### config.mk
export PLATFORM = sky130hd
export DESIGN_NAME = snn_window_sequencer
export DESIGN_NICKNAME = d
export VERILOG_FILES = /design/src/rtl/snn_window_sequencer.sv
export SDC_FILE = /design/constraint.sdc
export NUM_CORES = 1
export LEC_CHECK = 0
export ABC_CLOCK_PERIOD_IN_PS = 7200
export CAP_MARGIN = 20
export CORE_MARGIN = 5
export CORE_UTILIZATION = 39
export CTS_CLUSTER_DIAMETER = 80
export DETAILED_ROUTE_END_ITERATION = 10
export GPL_TIMING_DRIVEN = 0
export PLACE_DENSITY = 0.65
export SYNTH_ARGS = -nofsm -noshare
export SYNTH_HDL_FRONTEND = slang
export SYNTH_SLANG_ARGS = --single-unit
### constraint.sdc
create_clock -name clk -period 7.2 [get_ports clk]
set_input_delay 1.8 -clock clk [delete_from_list [all_inputs] [get_ports clk]]
set_output_delay 1.8 -clock clk [all_outputs]
set_load 0.03 [all_outputs]
### src/rtl/snn_window_sequencer.sv
`default_nettype none
// +--------------------------------------------------------------------------+
// | snn_window_sequencer: runs one SNN classification window, then an argmax  |
// | scan over the readout accumulators.          Revision: 1.0               |
// +--------------------------------------------------------------------------+
module snn_window_sequencer #(
  parameter int NUM_CLASSES = 5,
  parameter int WIDTH_P     = 8,
  parameter int NUM_STEPS   = 16,
  parameter int PIPE_LAT    = 4
) (
  input  logic                           clk,
  input  logic                           rst_n,
  input  logic                           start_i,
  input  logic [WIDTH_P-1:0]             sample_i,
  output logic [WIDTH_P-1:0]             data_o,
  output logic                           step_en_o,
  output logic                           clear_o,
  input  logic [NUM_CLASSES*WIDTH_P-1:0] acc_i,
  output logic                           busy_o,
  output logic                           result_valid_o,
  input  logic                           result_ready_i,
  output logic [7:0]                     class_o,
  output logic [WIDTH_P-1:0]             score_o
);

  localparam int STEP_W  = (NUM_STEPS > 1) ? $clog2(NUM_STEPS) : 1;
  localparam int DRAIN_W = (PIPE_LAT > 1) ? $clog2(PIPE_LAT) : 1;
  localparam int IDX_W   = (NUM_CLASSES > 1) ? $clog2(NUM_CLASSES) : 1;

  localparam logic [STEP_W-1:0]  STEP_LAST  = STEP_W'(NUM_STEPS - 1);
  localparam logic [DRAIN_W-1:0] DRAIN_LAST = DRAIN_W'((PIPE_LAT > 0) ? PIPE_LAT - 1 : 0);
  localparam logic [IDX_W-1:0]   IDX_LAST   = IDX_W'(NUM_CLASSES - 1);

  typedef enum logic [2:0] {
    S_IDLE  = 3'd0,
    S_CLEAR = 3'd1,
    S_RUN   = 3'd2,
    S_DRAIN = 3'd3,
    S_SCAN  = 3'd4,
    S_DONE  = 3'd5
  } state_e;

  state_e               state_q, state_d;
  logic [STEP_W-1:0]    step_cnt_q, step_cnt_d;
  logic [DRAIN_W-1:0]   drain_cnt_q, drain_cnt_d;
  logic [IDX_W-1:0]     scan_idx_q, scan_idx_d;
  logic [WIDTH_P-1:0]   sample_q, sample_d;
  logic [WIDTH_P-1:0]   best_q, best_d;
  logic [7:0]           best_idx_q, best_idx_d;
  logic [7:0]           class_q, class_d;
  logic [WIDTH_P-1:0]   score_q, score_d;

  logic [WIDTH_P-1:0]   acc_arr [NUM_CLASSES];
  logic [WIDTH_P-1:0]   acc_cur;

  generate
    for (genvar c = 0; c < NUM_CLASSES; c++) begin : g_acc_unpack
      assign acc_arr[c] = acc_i[c*WIDTH_P +: WIDTH_P];
    end
  endgenerate

  assign acc_cur = acc_arr[scan_idx_q];

  always_ff @(posedge clk) begin
    if (!rst_n) begin
      state_q     <= S_IDLE;
      step_cnt_q  <= '0;
      drain_cnt_q <= '0;
      scan_idx_q  <= '0;
      sample_q    <= '0;
      best_q      <= '0;
      best_idx_q  <= '0;
      class_q     <= '0;
      score_q     <= '0;
    end else begin
      state_q     <= state_d;
      step_cnt_q  <= step_cnt_d;
      drain_cnt_q <= drain_cnt_d;
      scan_idx_q  <= scan_idx_d;
      sample_q    <= sample_d;
      best_q      <= best_d;
      best_idx_q  <= best_idx_d;
      class_q     <= class_d;
      score_q     <= score_d;
    end
  end

  always_comb begin
    state_d     = state_q;
    step_cnt_d  = step_cnt_q;
    drain_cnt_d = drain_cnt_q;
    scan_idx_d  = scan_idx_q;
    sample_d    = sample_q;
    best_d      = best_q;
    best_idx_d  = best_idx_q;
    class_d     = class_q;
    score_d     = score_q;

    case (state_q)
      S_IDLE: begin
        if (start_i) begin
          sample_d = sample_i;
          state_d  = S_CLEAR;
        end
      end
      S_CLEAR: begin
        step_cnt_d = '0;
        state_d    = S_RUN;
      end
      S_RUN: begin
        if (step_cnt_q == STEP_LAST) begin
          drain_cnt_d = '0;
          scan_idx_d  = '0;
          best_d      = '0;
          best_idx_d  = '0;
          state_d     = (PIPE_LAT == 0) ? S_SCAN : S_DRAIN;
        end else begin
          step_cnt_d = step_cnt_q + 1'b1;
        end
      end
      S_DRAIN: begin
        if (drain_cnt_q == DRAIN_LAST) begin
          state_d = S_SCAN;
        end else begin
          drain_cnt_d = drain_cnt_q + 1'b1;
        end
      end
      S_SCAN: begin
        // Strict compare keeps the lowest index on ties.
        if (acc_cur > best_q) begin
          best_d     = acc_cur;
          best_idx_d = 8'(scan_idx_q);
        end
        if (scan_idx_q == IDX_LAST) begin
          class_d = best_idx_d;
          score_d = best_d;
          state_d = S_DONE;
        end else begin
          scan_idx_d = scan_idx_q + 1'b1;
        end
      end
      S_DONE: begin
        if (result_ready_i) begin
          state_d = S_IDLE;
        end
      end
      default: state_d = S_IDLE;
    endcase
  end

  assign clear_o        = (state_q == S_CLEAR);
  assign step_en_o      = (state_q == S_RUN);
  assign data_o         = (state_q == S_RUN) ? sample_q : '0;
  assign busy_o         = (state_q != S_IDLE);
  assign result_valid_o = (state_q == S_DONE);
  assign class_o        = class_q;
  assign score_o        = score_q;

endmodule
`default_nettype wire

== After elaboration in Yosys (flattened, before gate mapping) ==
Index checks and enable logic that the tools add are counted.
Word-level totals
  logic and storage cells: 66
  bits in registers: 52
  input port bits: 52
  output and inout bits: 28
Operators by class
  mux-type cells: 23
  $add $sub $neg: 3
  reduce and logical (&&, ||, !) cells: 12
  magnitude comparators: 2
  equal/unequal tests: 16
  bitwise operators: 1
Operator list (count)
  $mux 8: 6
  $pmux 8 s2: 2
  $bmux 8 s3: 1
  $mux 3: 7
  $pmux 3 s6: 1
  $ne 2x2->1 const B: 6
  $eq 3x3->1 const B: 3
  $gt 8x8->1: 1
  $pmux 4 s2: 1
  $reduce_and 2->1: 4
  $eq 3x2->1 const B: 2
  $pmux 3 s2: 1
  $reduce_and 3->1: 2
  $reduce_bool 2->1: 3
  $reduce_and 5->1: 1
  $add 4x1->4 const B: 1
  $eq 4x4->1 const B: 1
  $ge 4x4->1 const B: 1
  $mux 2: 2
  $mux 4: 1
  $ne 2x1->1 const B: 2
  $not 3->4: 1
  $pmux 2 s2: 1
  $add 3x1->3 const B: 1
  other kinds (5): 5

== Logic depth before layout (Yosys ltp) ==
Gate-level depths: netlist of the first run.
  depth after elaboration: 7
  gate-level depth with buffers: 14
  gate-level depth less buffers: 12

== Worst setup path after synthesis of the first run ==
Ideal clock, no wire load.
  path kind: input port to flip-flop
  start point: input port acc_i[29]
  end point: register best_q[1]
  required time: 7.083 ns
  stages on the path: 11
  path slack: 3.373 ns
  library setup time: 0.117 ns
  buffers on the path: 1
  data arrival time: 3.709 ns
  cell sequence: mux2i_1 > or3_1 > o21ai_0 > ha_1 > a211oi_2 > nor2_1 > o22a_1 > or2_4 > and3_4 > buf_6 > a32o_1
On the way
  cells in the longest elaborated chain, start to end: 6
Ends and longest elaborated chain
  start: declaration: RTL line 19  | input logic [NUM_CLASSES*WIDTH_P-1:0] acc_i,
  $bmux 8 s3: RTL line 63  | assign acc_cur = acc_arr[scan_idx_q];
  $mux 8 (implied by the code) (2 in series): RTL line 63
  $gt 8x8->1: RTL line 131  | if (acc_cur > best_q) begin
  $mux 8: RTL line 131
  $pmux 8 s2: RTL line 100  | case (state_q)
  end signal: assignment: RTL line 82  | best_q <= best_d;
  end: declaration: RTL line 49  | logic [WIDTH_P-1:0] best_q, best_d;
No other way between the ends. The select of a mux whose other input is x is not followed.
A chain may end at the register's enable or synchronous reset.

== Worst setup path after layout of the first run ==
  start point: input port acc_i[14]
  end point: register score_q[5], in the netlist score_o[5]
On the way
  cells in the longest elaborated chain, start to end: 5
Ends and longest elaborated chain
  $bmux 8 s3: RTL line 63
  $mux 8 (implied by the code) (2 in series): RTL line 63
  $gt 8x8->1: RTL line 131
  $mux 8: RTL line 131
  end signal: assignment: RTL line 85  | score_q <= score_d;
  end: declaration: RTL line 52  | logic [WIDTH_P-1:0] score_q, score_d;
No other way between the ends. The select of a mux whose other input is x is not followed.

==> results of run 1 <==
-- critical path, delay by kind of cell --
family / cells / cell delay, ns
AO/OA/AOI/OAI: 3 / 0.95
buffers and inverters: 2 / 0.76
AND/OR/NAND/NOR: 4 / 0.62
adder cells (fa/ha/maj): 1 / 0.38
multiplexers: 1 / 0.06
-- cell usage after synthesis, drive strengths merged (2+ instances only) --
master,n
dfxtp,52
nor2b,3
inv,14
mux2i,16
nor3,6
buf,14
a31oi,2
and3,9
ha,12
a32o,8
o22ai,3
nand4,16
o31ai,2
and4b,2
nor2,17
nand2b,3
or3,7
clkbuf,12
nand2,41
a21oi,15
a21boi,16
nand3,30
or2,2
and2,12
o211ai,2
o21ai,20
-- final cells by class --
type,count,share of cell area [%]
Sequential cell,52,26.8
Tap cell,99,3.19
Buffer,26,3.68
Clock buffer,5,1.77
Clock inverter,3,1.19
Inverter,14,1.35
Multi-Input combinational cell,254,41.6
Timing Repair Buffer,79,20.4
-- metrics by stage --
step           instances  util (%)
3_3_place_gp         524      52.5
2_1_floorplan        346         -
6_report             532      54.1
5_1_grt              532      54.1
4_1_cts              532      54.1
3_5_place_dp         524      52.5
-- flip-flops by register name, summed over array words and instances (netlist names) --
signal and flops:
best_idx_q 8, best_q 8, class_o 8, drain_cnt_q 2, sample_q 8, scan_idx_q 3
score_o 8, state_q 3, step_cnt_q 4
-- report_power, final --
part	total, mW	switching, mW	internal, mW
Clock	0.206	0.101	0.105
Combinational	0.262	0.154	0.108
Sequential	0.315	0.00927	0.306
-- placed cells by master, fill, tap and decap left out, types with 8 or more instances in the layout --
master / synthesis / final
clkdlybuf4s50_1: 0 / 79
clkbuf_1: 11 / 11
nand2_1: 41 / 41
nor2_1: 15 / 15
a21boi_0: 13 / 13
a21oi_1: 15 / 15
o21ai_0: 19 / 19
a32o_1: 8 / 8
inv_1: 14 / 14
and3_1: 8 / 8
ha_1: 12 / 12
mux2i_1: 16 / 16
buf_2: 8 / 8
and2_1: 12 / 12
dfxtp_1: 52 / 52
nand4_1: 16 / 16
nand3_1: 30 / 30
-- routing by layer --
| layer | vias to the layer above | wire (µm) | track usage [%] | part of all wire (%) |
|---|---|---|---|---|
| li1 | 1415 | - | - | - |
| met1 | 1292 | 3740 | 25.4 | 47 |
| met2 | 70 | 3870 | 29.6 | 49 |
| met3 | 5 | 322 | 3.08 | 4.0 |
| met4 | 0 | 30 | 4.38 | 0.38 |
| met5 | - | 0 | 0 | 0 |
-- worst paths after layout --
path	from	endpoint	slack [ns]
hold / removal	sample_q[0]$_SDFFE_PN0P_	sample_q[0]$_SDFFE_PN0P_	0.46
setup reg to reg	scan_idx_q[0]$_SDFFE_PN0P_	score_o[5]$_SDFFE_PN0P_	3.89
setup / recovery	acc_i[14]	score_o[5]$_SDFFE_PN0P_	2.87
hold reg to reg	sample_q[0]$_SDFFE_PN0P_	sample_q[0]$_SDFFE_PN0P_	0.46
-- cell families (layout without fill, tap and decap cells) --
family                     count (synthesis)  count (layout)  share of synthesized area [%]
AOI/OAI and AO/OA                         75              75                           17.9
xor gates and xnor gates                   1               1                          0.307
adders and majority gates                 12              12                           5.27
buffers and inverters                     40             127                           6.84
DFF                                       52              52                           36.5
muxes                                     16              16                           5.62
and+or+nand+nor                          150             150                           27.5
==> flow_summary_export.csv, run 1 <==
group,metric,value,unit
outcome,status,"finished clean",
setup_path,worstSetupPathType,"in -> reg",
yosys,synth-edff-count,0,
pwr,vdd_ir_drop_max,0.0000814,V
clock_network,clk_path_buf_depth,2,
sta,fin_crit_sh,60.1,%
global_routing,grt_pass1_wl,13.2,mm
yosys,syn_inst,346,
place,pre_cts_ws,2.54,ns
floorplanning,initial_core_util,39.7,%
global_routing,grt_pass1_vias,2630,
hold_path,holdPathStages,2,
yosys,ys.warnings.count,0,
yosys,ys_ff_latch,52,
place,placed_area,0.00377,mm²
clock_network,cts_setup_buffers,0,
floorplanning,io_pins,80,
routing,first_pass_iters,4,
pwr,power.leakage,1.42,nW
floorplanning,num_rows,31,
yosys,syn-cell-area,0.00285,mm²
yosys,avgSynthCellArea,8.24,µm²
yosys,yosysSeqAreaShare,36.5,%
sta,hold_ws,0.465,ns
clock_network,clk-insertion-delay-late,0.31,ns
clock_network,cts_resized,0,
setup_path,arrival,4.59,ns
clock_network,holdBufCountCts,0,
routing,antenna_left,0,
sta,fin_ws,2.87,ns
hold_path,hp-class,"reg -> reg",
sta,final.setup.tns,0,ns
clock_network,cts_tree,"done",
global_routing,track_usage,18.3,%
clock_network,cts-buffers-inserted,5,
floorplanning,placeableCoreArea,0.00718,mm²
clock_network,clkTransAtPathRegs,0.10,ns
setup_path,endpoint_kind,"register",
routing,drc,0,
yosys,synth_top_area_cell,"dfxtp_1",
sta,setup_viol,0,
layout,syn_to_final_growth,36.1,%
yosys,synth_ff_type,"dfxtp_1",
global_routing,grt-ovfl-total,0,
sta,rsz0062_at_grt,"no",
clock_network,cts-root-buf,"clkbuf_8",
yosys,synth_area_leaders,"dfxtp_1, mux2i_1, nand2_1, ha_1, nand3_1",
layout,multi_input_area,0.00162,mm²
sta,max_freq,231,MHz
routing,totalWireLength,7.96,mm
floorplanning,die_w,95.5,µm
setup_path,cp_cell_sequence,"clkdlybuf4s50_1 -> mux2i_1 -> o31ai_1 -> ha_1 -> o21ai_0 -> nor2_1 -> o22a_1 -> nor2_2 -> buf_2 -> nand4_1 -> nand3_1",
sta,drv_slew,0,
layout,antennaDiodeCount,0,
sta,min_period,4.33,ns
pwr,p_total,0.783,mW
layout,design_area,0.00388,mm²
routing,num_vias,2782,
routing,drtIter0Drc,152,
floorplanning,dieHeight,95.5,µm
run,drv_cap,0,
setup_path,rr_worst_depth,13,
clock_network,htreeDepth,2,
floorplanning,die_area,0.00912,mm²
yosys,synth_fp_nets,410,
sta,slew_headroom,51.6,%
sta,clock_skew,0.00783,ns
yosys,async_reset_ff_share,0,%
place,dp_hpwl,6.17,mm
sta,hold_viol_final,0,
setup_path,cp-start-kind,"input port",
setup_path,crit_slowest_cell,"o31ai_1",
sta,tightest_slew,0.719,ns
yosys,yosysTopAreaCellShare,36.5,%
place,io_buffers,79,
routing,viasPerCell,5.23,
setup_path,critical_path.max_fanout,10,
layout,nFillCells,689,
pwr,power.density,202,mW/mm²
place,gp_congestion,0.798,
setup_path,crit_required,7.46,ns
global_routing,antenna_found_initial,0,
setup_path,cp_slowest_stage_delay,0.60,ns
routing,routedWlPerCell,15.0,µm
layout,nNetsFinal,496,
layout,register_area,0.00104,mm²
global_routing,grt_max_degree,18,
yosys,synth_cell_type_count,46,
clock_network,cts.sink_count,52,
layout,drive_gt1_share,7.16,%
Note: power is estimated with default switching activity, not from simulation.
==> inputs of run 2 (changes only) <==
--- a/config.mk
+++ b/config.mk
@@ -5,7 +5,7 @@
 export SDC_FILE = /design/constraint.sdc
 export NUM_CORES = 1
 export LEC_CHECK = 0
-export ABC_CLOCK_PERIOD_IN_PS = 7200
+export ABC_CLOCK_PERIOD_IN_PS = 4400
 export CAP_MARGIN = 20
 export CORE_MARGIN = 5
 export CORE_UTILIZATION = 39
==> constraint.sdc (replaced) <==
create_clock -name clk -period 4.4 [get_ports clk]
set_input_delay 1.1 -clock clk [delete_from_list [all_inputs] [get_ports clk]]
set_output_delay 1.1 -clock clk [all_outputs]
set_load 0.03 [all_outputs]
==> results of run 2 <==
The final DEF is identical to that of run 1. Status: finished clean.
Among the figures that moved: setup slack after placement 2.54 ns -> 0.436 ns; setup slack after layout 2.87 ns -> 0.772 ns; register-to-register setup slack 3.89 ns -> 1.09 ns; total power 0.783 mW -> 1.28 mW; worst IR drop on VDD 0.0000814 V -> 0.000133 V
